===== config.mk =====
export PLATFORM = sky130hd
export DESIGN_NAME = calc_arb_mux
export DESIGN_NICKNAME = d
export VERILOG_FILES = /design/src/rtl/calc_arb_mux.sv
export SDC_FILE = /design/constraint.sdc
export NUM_CORES = 1
export LEC_CHECK = 0
export BUFFER_PORTS_ARGS = -buffer_cell sky130_fd_sc_hd__buf_4
export CAP_MARGIN = 10
export CORE_AREA = 4 4 99 101
export DETAILED_ROUTE_END_ITERATION = 16
export DIE_AREA = 0 0 103 105
export PLACE_DENSITY = 0.71
export REMOVE_ABC_BUFFERS = 1
export SLEW_MARGIN = 0
export SYNTH_ARGS = -nofsm -noshare
export SYNTH_HDL_FRONTEND = slang
export SYNTH_SLANG_ARGS = --single-unit

===== constraint.sdc =====
create_clock -name clk -period 7.12 [get_ports clk]
set_clock_uncertainty 0.1 [all_clocks]
set_input_delay 0.356 -clock clk [delete_from_list [all_inputs] [get_ports clk]]
set_output_delay 0.356 -clock clk [all_outputs]
set_load 0.05 [all_outputs]

===== src/rtl/calc_arb_mux.sv =====
// N-channel arbiter feeding a single registered output stage.
// Round-robin (MODE=0) or fixed priority with channel 0 highest (MODE=1).
module calc_arb_mux #(
  parameter int N    = 4,
  parameter int M    = 32,
  parameter int MODE = 0,
  localparam int S   = (N > 2) ? $clog2(N) : 1
) (
  input  logic           clk,
  input  logic           rst_n,
  input  logic [N-1:0]   in_valid,
  input  logic [N*M-1:0] in_data,
  output logic [N-1:0]   in_ready,
  output logic           out_valid,
  output logic [M-1:0]   out_data,
  output logic [S-1:0]   out_sel,
  input  logic           out_ready,
  output logic [15:0]    xfer_count
);

  // Handshake: a word moves on any port only in a cycle where its valid and
  // ready are both high at the rising edge. Ready never depends on the word.
  // The output register may drain and reload in the same cycle.
  logic [S-1:0] ptr;
  logic [S-1:0] grant_idx;
  logic [N-1:0] grant;
  logic [N-1:0] req_rot;
  logic [M-1:0] sel_data;
  logic         found;
  logic         load;
  logic         active;
  logic         accept;
  int           chan;

  assign load     = !out_valid || out_ready;
  assign accept   = active && load && found;
  assign in_ready = grant & {N{active && load}};

  // Rotate the request vector so that bit 0 is the channel at ptr; the first
  // set bit is then the winner. In fixed-priority mode ptr stays 0.
  always_comb begin
    req_rot   = N'({in_valid, in_valid} >> ptr);
    found     = 1'b0;
    grant_idx = '0;
    chan      = 0;
    for (int k = 0; k < N; k++) begin
      if (!found && req_rot[k]) begin
        found = 1'b1;
        chan  = int'(ptr) + k;
        if (chan >= N) chan = chan - N;
        grant_idx = S'(chan);
      end
    end
  end

  always_comb begin
    grant    = '0;
    sel_data = '0;
    for (int c = 0; c < N; c++) begin
      grant[c] = found && (grant_idx == S'(c));
      if (grant[c]) sel_data = in_data[c*M +: M];
    end
  end

  // Held low through the first edge after reset release, so no transfer can
  // be accepted on an edge that coincides with deassertion.
  always_ff @(posedge clk or negedge rst_n) begin
    if (!rst_n) active <= 1'b0;
    else        active <= 1'b1;
  end

  always_ff @(posedge clk or negedge rst_n) begin
    if (!rst_n) begin
      out_valid  <= 1'b0;
      out_data   <= '0;
      out_sel    <= '0;
      ptr        <= '0;
      xfer_count <= '0;
    end else begin
      if (accept) begin
        out_valid  <= 1'b1;
        out_data   <= sel_data;
        out_sel    <= grant_idx;
        xfer_count <= xfer_count + 16'd1;
        if (MODE == 0) ptr <= (int'(grant_idx) == N - 1) ? '0 : grant_idx + 1'b1;
      end else if (load) begin
        out_valid <= 1'b0;
      end
    end
  end

endmodule


### Word level (Yosys, flattened, before mapping)

Index checks and enable logic that the tools add are counted.

* register bits after elaboration: 54
* latch bits: 0
* RAM bits: 0
* memory bits (read-only): 0
* input bits: 135
* output and inout bits: 55
* logic and storage cells: 60
* memories kept: 0

* $add $sub $neg: 9
* multiply operators: 0
* div/mod/pow operators: 0
* $lt $le $gt $ge: 4
* equality and inequality tests: 4
* shift operators: 1
* mux-type cells: 19
* bitwise gates (word level): 1
* reduce and logical (&&, ||, !) cells: 16

Operator list (count)
* $mux 32: 4
* $mux 2: 9
* $add 16x1->16 const B: 1
* $ge 3x3->1 const B: 3
* $logic_and 1x1->1: 9
* $shr 8x2->4: 1
* $sub 2x1->2 const B: 4
* $add 2x2->3 const B: 2
* $mux 1: 6
* $and 4x4->4: 1
* $eq 2x1->1 const B: 2
* $eq 2x2->1 const B: 2
* $logic_not 1->1: 4
* $add 2x1->3 const B: 1
* $ge 2x3->1 const B: 1
* $add 2x1->2 const B: 1
* $logic_not 2->1: 1
* $reduce_bool 2->1: 1
* $logic_or 1x1->1: 1

### Logic depth before layout (Yosys ltp)

Gate-level depths: netlist (run 1).

* word-level depth: 17
* mapped depth: 11
* depth with buffers taken out: 9

### Least setup slack after synthesis (run 1)

Ideal clock, no wire load.

* path kind: flip-flop to output port
* from: reg ptr[0]
* to: out in_ready[3]
* arrival: 2.430 ns
* data required time: 6.664 ns
* slack: 4.234 ns
* stages on the path, launching flop included: 9
* buffers on the path: 3
* path through: dfrtp_1 > nand2b_1 > a21oi_1 > a211oi_1 > ha_1 > clkbuf_1 > clkbuf_1 > clkbuf_1 > and2_1

* cells in the longest elaborated chain, start to end: 14
* elaborated cells between the ends (all ways): 33
* classes of those cells: add/sub (7); order compare (4); eq/ne (1); shift (1); mux (12); bitwise (1); reduce/logical (7)

Ends and longest elaborated chain
* start: declaration: RTL line 24 `logic [S-1:0] ptr;`
* start signal: assignment: RTL line 85 `if (MODE == 0) ptr <= (int'(grant_idx) == N - 1) ? '0 : grant_idx + 1'b1;`
* branches (longest 10 deep; another with $add 2x1->3)
* $mux 2 (*): RTL line 47 `if (!found && req_rot[k]) begin`
* named net grant_idx[0]: RTL line 25 `logic [S-1:0] grant_idx;`
* $eq 2x2->1 (*): RTL line 60 `grant[c] = found && (grant_idx == S'(c));`
* $logic_and 1x1->1 (*): RTL line 60
* $and 4x4->4 (*): RTL line 37 `assign in_ready = grant & {N{active && load}};`
* end: declaration: RTL line 13 `output logic [N-1:0] in_ready,`

Mark *: on every way through the listed nets, which the timed path passes.

### Worst setup path in the final report (run 1)

Ends and elaborated chain as after synthesis.

==> results of run 1 <==
-- layout make-up --
class	instances	share of cell area
clock buffers	7	0.0163
clock inverters	1	0.00641
inverters	8	0.00641
multi-input cells	271	0.342
flip-flops and latches	54	0.288
well taps	111	0.0296
repair buffers	194	0.311
-- sequential cells by signal, indices dropped and copies added, names as in the netlist --
signal,cells
xfer_count,16
ptr,2
active,1
out_data,32
out_valid,1
out_sel,2
-- placed cells by master (no fill, tap or decap), drive strengths merged, types with 2 or more instances in the layout --
cell and count:
nand4 4, ha 5, dfrtp 54, or3 31, a21oi 68, o21ai 2, mux2 2, o41ai 2
nor2b 2, inv 8, clkbuf 7, xnor2 9, and3 2, xor2 6, a221oi 31, nor4 2
nand3 2, nor3 3, buf 194, nand2 15, and2 4, nand2b 4, nor2 70
-- metrics by stage --
step	util	power, mW	hold slack (ns)	setup WS [ns]
floorplan	-	1.27	-0.0396	3.68
global placement	0.507	1.66	0.346	3.88
detailed placement	0.507	1.68	0.357	3.64
CTS	0.519	1.89	0.0196	3.57
global route	0.519	1.99	0.0447	3.28
finish	0.519	1.87	-0.0117	3.59
-- worst max-delay path, stage by stage, from the launching register on --
cell and delay (ns):
dfrtp_1 0.41, nand2b_1 0.15, a21oi_1 0.07, a211oi_1 0.60, ha_2 1.09, and2_1 0.24, buf_4 0.20
-- layer usage --
metal	vias up	routed length, um	GRT usage
met1	1592	4200	0.241
li1	1634	-	-
met3	15	941	0.0487
met4	0	134	0.0342
met2	144	5310	0.313
met5	-	0	0
-- cell families after synthesis --
family | Yosys count | synth area share
mux | 2 | 0.00732
other cells | 1 | 0.00122
compound gates | 107 | 0.222
flops | 54 | 0.439
fa+ha+maj | 5 | 0.0203
buf+inv | 38 | 0.0484
xor+xnor | 15 | 0.0427
simple gates | 141 | 0.218
-- worst paths after layout --
| kind | startpoint | endpoint |
|---|---|---|
| min in group clk | out_ready | out_valid |
| worst max-delay path | ptr[0] | in_ready[3] |
| worst min-delay path | rst_n | out_data[4] |
| max in group asynchronous | rst_n | out_data[21] |
| worst max register to register | ptr[1] | out_data[26] |
| worst min register to register | xfer_count[15] | xfer_count[15] |
-- power by group through the flow --
stage	Clock [mW]	Combinational, mW	Sequential [mW]
after floorplan	0	0.394	0.879
after global placement	0	1.15	0.503
after detailed placement	0	1.17	0.508
after CTS	0.213	1.17	0.501
after global routing	0.224	1.25	0.516
final	0.206	1.16	0.499
==> impl_metrics.yaml, run 1 <==
run_status:
  run_status: "finished with violations"
  violations: "hold timing"
flow_run:
  max_cap_violations: 0
route:
  via_per_inst: 5.24
  drc_errors: 0
  routedWlPerCell_um: 16.4
  drt_wl_total_um: 10600
  vias: 3385
  dr.pass1.iters: 4
  drtIter0Drc: 143
  ant_nets: 0
grt:
  overflow: 0
  grt_start_max_net_pins: 67
  grt_antenna_before_repair: 0
  grt_usage: 0.186
  grt_pass1_vias: 3339
  grt_pass1_wl_um: 16400
floorplan:
  die_w_um: 103
  io_pins: 190
  initial_core_util: 0.341
  row_count: 35
  die_y_um: 105
  dieArea_sq_um: 10800
  core_area_sq_um: 9020
power_and_ir_drop:
  power_density_nw_per_um2: 399
  internal_power_mw: 0.926
  clkPwrFrac: 0.110
  sequentialPowerShare: 0.267
  combPwrFrac: 0.623
  p_leak_nw: 2.26
  swShare: 0.505
  ir_drop_mv: 0.174
  p_switching_mw: 0.943
sta:
  fin_tns_setup_ns: 0
  max_freq_mhz: 284
  rsz0062_at_grt: "false"
  finalHoldWorstSlack_ns: -0.0117
  setup_viol: 0
  fin_crit_sh: 0.495
  final_hold_viol_count: 15
  maxSlewViolCount: 0
  post-route-min-period_ns: 3.53
  relSlewSlack: 0.245
  worst_slew_pin_slew_ns: 1.13
logic_synthesis:
  synth-seq-cells: 54
  syn_area_sq_um: 3080
  async_reset_ff_frac: 1.00
  yosysWarnings: 0
  synth_cell_types: 31
  synth_cells: 363
  synth_common_cells: "nor2_1, a21oi_1, dfrtp_1, a221oi_1, or3_1"
  yosys-top-cells-area: "dfrtp_1, a21oi_1, a221oi_1"
  synth.most_common_cell: "nor2_1"
  yosysTopAreaCell: "dfrtp_1"
  syn-mean-instance-area_sq_um: 8.47
  synth_seq_area_share: 0.439
  yosysTopAreaCellShare: 0.439
  ys.flop_type: "dfrtp_1"
  synth-edff-count: 0
final_layout:
  layout.nets: 674
  n_antenna_cell: 0
  fin_cells: 646
  drive_gt1_frac: 0.391
  multi_input_area_sq_um: 1600
  regArea_sq_um: 1350
  fillerInstances: 844
  postLayoutCellArea_sq_um: 4680
  areaGrowthSynthToFinish_pct: 52.3
place:
  place_area_sq_um: 4580
  dp_hpwl_um: 7720
  dpl.cell_count: 638
  gp_congestion: 0.827
  numPortBuffers: 189
critical_path:
  cp_max_fo: 66
  crit_required_ns: 6.66
  r2r_cells: 11
  cp-end-kind: "output pin"
  critPathArrivalTime_ns: 3.07
  r2r_setup_slack_ns: 3.75
  cp-start-kind: "flip-flop"
  critical_path_class: "flip-flop to output pin"
clocking:
  clock-sinks: 54
  cts_tree: "done"
  cts.repair.resized: 0
  postCtsSetupBuffers: 0
  clk_path_buf_depth: 2
  htree_levels: 2
  clkLatencyLatePin_ns: 0.30
  path_clk_slew_ns: 0.10
  ctsHoldBuffers: 0
  numCtsBuffers: 5
  clock-root-buffer: "clkbuf_8"
min_path:
  hold_path.class: "primary input to asynchronous set/reset pin"
No activity file was read; power rests on OpenSTA's default activity.
==> run 2, diff against run 1 <==
--- a/config.mk
+++ b/config.mk
@@ -10,7 +10,7 @@
 export CORE_AREA = 4 4 99 101
 export DETAILED_ROUTE_END_ITERATION = 16
 export DIE_AREA = 0 0 103 105
-export PLACE_DENSITY = 0.71
+export PLACE_DENSITY = 0.73
 export REMOVE_ABC_BUFFERS = 1
 export SLEW_MARGIN = 0
 export SYNTH_ARGS = -nofsm -noshare
==> constraint.sdc (replaced) <==
create_clock -name clk -period 3.2 [get_ports clk]
set_clock_uncertainty 0.1 [all_clocks]
set_input_delay 0.16 -clock clk [delete_from_list [all_inputs] [get_ports clk]]
set_output_delay 0.16 -clock clk [all_outputs]
set_load 0.05 [all_outputs]
==> run 2 against run 1 <==
The run now ends clean; register-to-register slack worse by 3.5 ns; combinational power is 130% higher; global-route usage grew 0.55 points; utilization is 0.35 points higher; sequential power grew 120%; critical endpoint unchanged; die area unchanged; via count grew 1.2%; setup slack got worse by 3.3 ns.
==> impl_metrics.yaml, run 2 (synthesis results as in run 1) <==
critical_path:
  cp-endpoint: "in_ready[3]"
  crit_required_ns: 2.94
  crit-reg2reg-launch: "ptr[0]"
  r2r_setup_slack_ns: 0.29
  r2r_cells: 10
  cp_max_fo: 33
  cp_cell_sequence: "nand2b_1 > a21oi_1 > a211oi_1 > ha_2 > and2_1 > buf_4"
  critPathArrivalTime_ns: 2.66
  critical_path.max_stage_delay_ns: 0.74
  cp-end-kind: "output pin"
  r2r_end: "out_data[22]"
  cp-start-kind: "flip-flop"
  cpMaxStageDelayCell: "ha_2"
  startpoint: "ptr[0]"
  critical_path_class: "flip-flop to output pin"
power_and_ir_drop:
  combPwrFrac: 0.634
  swShare: 0.515
  internal_power_mw: 2.00
  power_density_nw_per_um2: 875
  p_leak_nw: 2.28
  ir_drop_mv: 0.408
  clkPwrFrac: 0.096
  p_switching_mw: 2.12
  sequentialPowerShare: 0.270
clocking:
  postCtsSetupBuffers: 0
  clock-root-buffer: "clkbuf_8"
  cts_tree: "done"
  path_clk_slew_ns: 0.11
  cts.repair.resized: 0
  clkLatencyLatePin_ns: 0.31
  clock-sinks: 54
  htree_levels: 2
  numCtsBuffers: 5
  clk_path_buf_depth: 2
sta:
  setup_viol: 0
  post-route-min-period_ns: 2.92
  max_freq_mhz: 342
  final_hold_viol_count: 0
  rsz0062_at_grt: "false"
  relSlewSlack: 0.308
  setup_ws_ns: 0.279
  worst_slew_pin_slew_ns: 1.03
  maxSlewViolCount: 0
  fin_crit_sh: 0.913
flow_run:
  max_cap_violations: 0
floorplan:
  die_w_um: 103
  die_y_um: 105
  io_pins: 190
  dieArea_sq_um: 10800
  initial_core_util: 0.341
  core_area_sq_um: 9020
  row_count: 35
route:
  via_per_inst: 5.25
  vias: 3425
  dr.pass1.iters: 4
  drt_wl_total_um: 10900
  ant_nets: 0
  drc_errors: 0
  routedWlPerCell_um: 16.7
  drtIter0Drc: 126
place:
  dp_hpwl_um: 8010
  gp_congestion: 0.808
  numPortBuffers: 189
  place_area_sq_um: 4620
  post-place-ws_ns: 0.351
  dpl.cell_count: 643
final_layout:
  areaGrowthSynthToFinish_pct: 53.3
  n_antenna_cell: 0
  layout_common_cells: "buf_4, nor2_1, a21oi_1"
  largestRegisters: "out_data: 32 flops, xfer_count: 16 flops"
  post-route-util: 0.523
  layout.nets: 680
  layout_commonest_cell: "buf_4"
  drive_gt1_frac: 0.399
  top_register: "out_data"
  postLayoutCellArea_sq_um: 4720
  fin_cells: 652
  largest_register_ffs: 32
grt:
  grt_pass1_wl_um: 16600
  overflow: 0
  grt_pass1_vias: 3380
  grt_antenna_before_repair: 0
  grt_usage: 0.192
  grt_start_max_net_pins: 55
min_path:
  hold_path.class: "primary input to flip-flop"
run_status:
  run_status: "completed"
==> run 2: cell count changes in the layout (fill, tap and decap cells not counted) <==
cell           change
dlygate4sd3_1      +1
bufinv_16          -1
clkinv_2           +1
clkinvlp_4         +1
clkinv_4           +1
buf_4              +5
clkbuf_1           -2
==> run 2: what timing repair did <==
| item | in CTS | in global routing |
|---|---|---|
| endpoints found under the hold margin | 54 | 0 |
| hold buffers | 1 | 0 |
| setup endpoints to repair | 0 | 0 |
==> run 2: final cells by class <==
type	count	area, sq um
multi-input cells	271	1600
inverters	8	30.0
repair buffers	200	1500
clock buffers	5	68.8
clock inverters	3	21.3
fillers	858	4310
well taps	111	139
flip-flops and latches	54	1350
==> run 2: routing by layer <==
metal / share of wire / vias up / track usage
met3: 0.090 / 14 / 0.0554
met1: 0.40 / 1611 / 0.237
met4: 0.013 / 0 / 0.0444
met5: 0 / - / 0
li1: - / 1650 / -
met2: 0.50 / 150 / 0.326
==> run 2: through the flow <==
step           total power [mW]  hold slack [ns]  TNS (ns)
5_1_grt                    4.39           0.0231         0
3_3_place_gp               3.71            0.158         0
4_1_cts                    4.15           0.0358         0
6_report                   4.12           0.0414         0
2_1_floorplan              2.83           -0.236     -7.52
3_5_place_dp               3.75            0.160         0
==> run 2: power by group through the flow <==
stage	logic, mW	registers, mW	clock network (mW)
global route	2.79	1.15	0.446
detailed placement	2.63	1.12	0
floorplan	0.876	1.96	0
finish	2.61	1.12	0.395
CTS	2.63	1.11	0.407
global placement	2.59	1.12	0
==> run 2: critical path: cells and delay by family, from the launching register on <==
kind | cells | cell delay, ns
DFF | 1 | 0.41
adders and majority gates | 1 | 0.74
and+or+nand+nor | 2 | 0.36
buffers and inverters | 1 | 0.19
AOI/OAI and AO/OA | 2 | 0.65
==> run 2: worst min-delay path by stage <==
stage | from | to | slack [ns] | depth (start not counted)
after floorplan | rst_n | active | -0.24 | 0
after global placement | rst_n | out_data[19] | 0.16 | 1
after detailed placement | rst_n | out_data[27] | 0.16 | 1
after CTS | in_data[113] | out_data[17] | 0.04 | 3
after global routing | in_data[105] | out_data[9] | 0.02 | 3
final | in_data[119] | out_data[23] | 0.04 | 3
==> run 3, diff against run 2 <==
--- a/config.mk
+++ b/config.mk
@@ -11,6 +11,7 @@
 export DETAILED_ROUTE_END_ITERATION = 16
 export DIE_AREA = 0 0 103 105
 export PLACE_DENSITY = 0.73
+export RECOVER_POWER = 25
 export REMOVE_ABC_BUFFERS = 1
 export SLEW_MARGIN = 0
 export SYNTH_ARGS = -nofsm -noshare
==> run 3 against run 2 <==
Sequential power is essentially flat; highest routed layer unchanged; setup slack gained 0.0033 ns; non-clock buffer count did not move; cell area down 0.21%; global-route usage is the same.
==> impl_metrics.yaml, run 3 (synthesis results as in run 1) <==
power_and_ir_drop:
  p_leak_nw: 2.28
  power_density_nw_per_um2: 876
  ir_drop_mv: 0.408
sta:
  rsz0062_at_grt: "false"
  fin_crit_sh: 0.912
  post-route-min-period_ns: 2.92
  relSlewSlack: 0.0781
  setup_viol: 0
  max_freq_mhz: 343
  maxSlewViolCount: 0
  final_hold_viol_count: 0
  setup_ws_ns: 0.282
  fin_tns_setup_ns: 0
  worst_slew_pin_slew_ns: 1.38
clocking:
  clkLatencyLatePin_ns: 0.31
  cts_tree: "done"
  path_clk_slew_ns: 0.10
  postCtsSetupBuffers: 0
  clock-sinks: 54
  clock-root-buffer: "clkbuf_8"
  clk_path_buf_depth: 2
  numCtsBuffers: 5
  htree_levels: 2
route:
  drc_errors: 0
  drtIter0Drc: 135
  via_per_inst: 5.28
  dr.pass1.iters: 4
  routedWlPerCell_um: 16.6
  ant_nets: 0
  vias: 3440
  drt_wl_total_um: 10800
floorplan:
  die_w_um: 103
  dieArea_sq_um: 10800
  die_y_um: 105
  initial_core_util: 0.341
  row_count: 35
  io_pins: 190
  core_area_sq_um: 9020
critical_path:
  critical_path_class: "flip-flop to output pin"
  cp_cell_sequence: "nand2b_1 > a21oi_1 > a211oi_1 > ha_2 > and2_1 > buf_4"
  cp-end-kind: "output pin"
  r2r_end: "out_data[22]"
  critical_path.max_stage_delay_ns: 0.73
  cp-start-kind: "flip-flop"
  r2r_setup_slack_ns: 0.30
  crit_required_ns: 2.94
  r2r_cells: 10
  crit-reg2reg-launch: "ptr[0]"
  critPathArrivalTime_ns: 2.66
  cp_max_fo: 33
  path_delay_family: "adder cells"
  cpMaxStageDelayCell: "ha_2"
  crit_buf_inv: 1
min_path:
  hold_path_depth: 3
  min_from: "in_data[119]"
  holdPathEnd: "out_data[23]"
  hold_path.class: "primary input to flip-flop"
grt:
  grt_antenna_before_repair: 0
  overflow: 0
  grt_usage: 0.192
  grt_pass1_wl_um: 16600
  grt_start_max_net_pins: 55
  grt_pass1_vias: 3380
final_layout:
  layout_common_cells: "buf_4, nor2_1, a21oi_1"
  multi_input_area_sq_um: 1590
  fillerInstances: 859
  top_register: "out_data"
  regArea_sq_um: 1350
  largest_register_ffs: 32
  layout.nets: 680
  areaGrowthSynthToFinish_pct: 53.0
  largestRegisters: "out_data: 32 flops, xfer_count: 16 flops"
  layout_commonest_cell: "buf_4"
  n_antenna_cell: 0
  drive_gt1_frac: 0.397
run_status:
  run_status: "completed"
place:
  dp_hpwl_um: 8010
  numPortBuffers: 189
  post-place-ws_ns: 0.351
  gp_congestion: 0.808
flow_run:
  max_cap_violations: 0
==> run 3: changes by cell type in the layout (fill, tap and decap cells not counted) <==
| cell | delta |
|---|---|
| o41ai_1 | +1 |
| clkbuf_2 | +1 |
| o41ai_2 | -1 |
| buf_4 | -1 |
==> run 3: stage by stage <==
| stage | total power, mW | area, sq um | utilization | hold WS [ns] | cells |
|---|---|---|---|---|---|
| after floorplan | 2.83 | 2960 | - | -0.236 | 333 |
| after global placement | 3.71 | 4620 | 0.512 | 0.158 | 643 |
| after detailed placement | 3.75 | 4620 | 0.512 | 0.160 | 643 |
| after CTS | 4.15 | 4720 | 0.523 | 0.0358 | 652 |
| after global routing | 4.39 | 4710 | 0.522 | 0.0231 | 652 |
| final | 4.12 | 4710 | 0.522 | 0.0436 | 652 |
==> run 3: cell type report <==
class | count | share of cell area
Multi-Input combinational cell | 271 | 0.339
Tap cell | 111 | 0.0295
Clock buffer | 5 | 0.0146
Inverter | 8 | 0.00638
Clock inverter | 3 | 0.00452
Sequential cell | 54 | 0.287
Timing Repair Buffer | 200 | 0.319
==> run 3: power by group <==
group          switching (mW)  internal (mW)
Clock                   0.240          0.155
Sequential              0.181          0.933
Combinational            1.70          0.914
==> run 3: worst max-delay path by stage <==
stage	slack (ns)	depth (start not counted)	to	from
2_1_floorplan	-0.24	9	out_data[0]	ptr[1]
3_3_place_gp	0.39	10	out_data[20]	ptr[0]
3_5_place_dp	0.35	10	out_data[22]	ptr[0]
4_1_cts	0.29	6	in_ready[3]	ptr[0]
5_1_grt	0.02	10	out_data[5]	ptr[0]
6_report	0.28	6	in_ready[3]	ptr[0]
==> run 3: worst register-to-register path: stages (launching register included) <==
cell and delay [ns]:
dfrtp_1 0.41, nand2b_1 0.14, a21oi_1 0.07, a211oi_1 0.58, inv_1 0.14, ha_1 0.26, o41ai_4 0.19, buf_4 0.39
nor2_1 0.06, or3_1 0.34, a21oi_1 0.14
==> run 3: repair_timing <==
| item | 4_1_cts | 5_1_grt |
|---|---|---|
| resized for setup | 0 | 0 |
| hold buffers | 1 | 0 |
| hold endpoints to repair | 54 | 0 |
==> run 3: per-layer routing <==
metal  global-route usage  up-vias  wire [um]
met4               0.0444        0        140
met5                    0        -          0
li1                     -     1649          -
met1                0.237     1633       4360
met2                0.326      144       5380
met3               0.0554       14        946
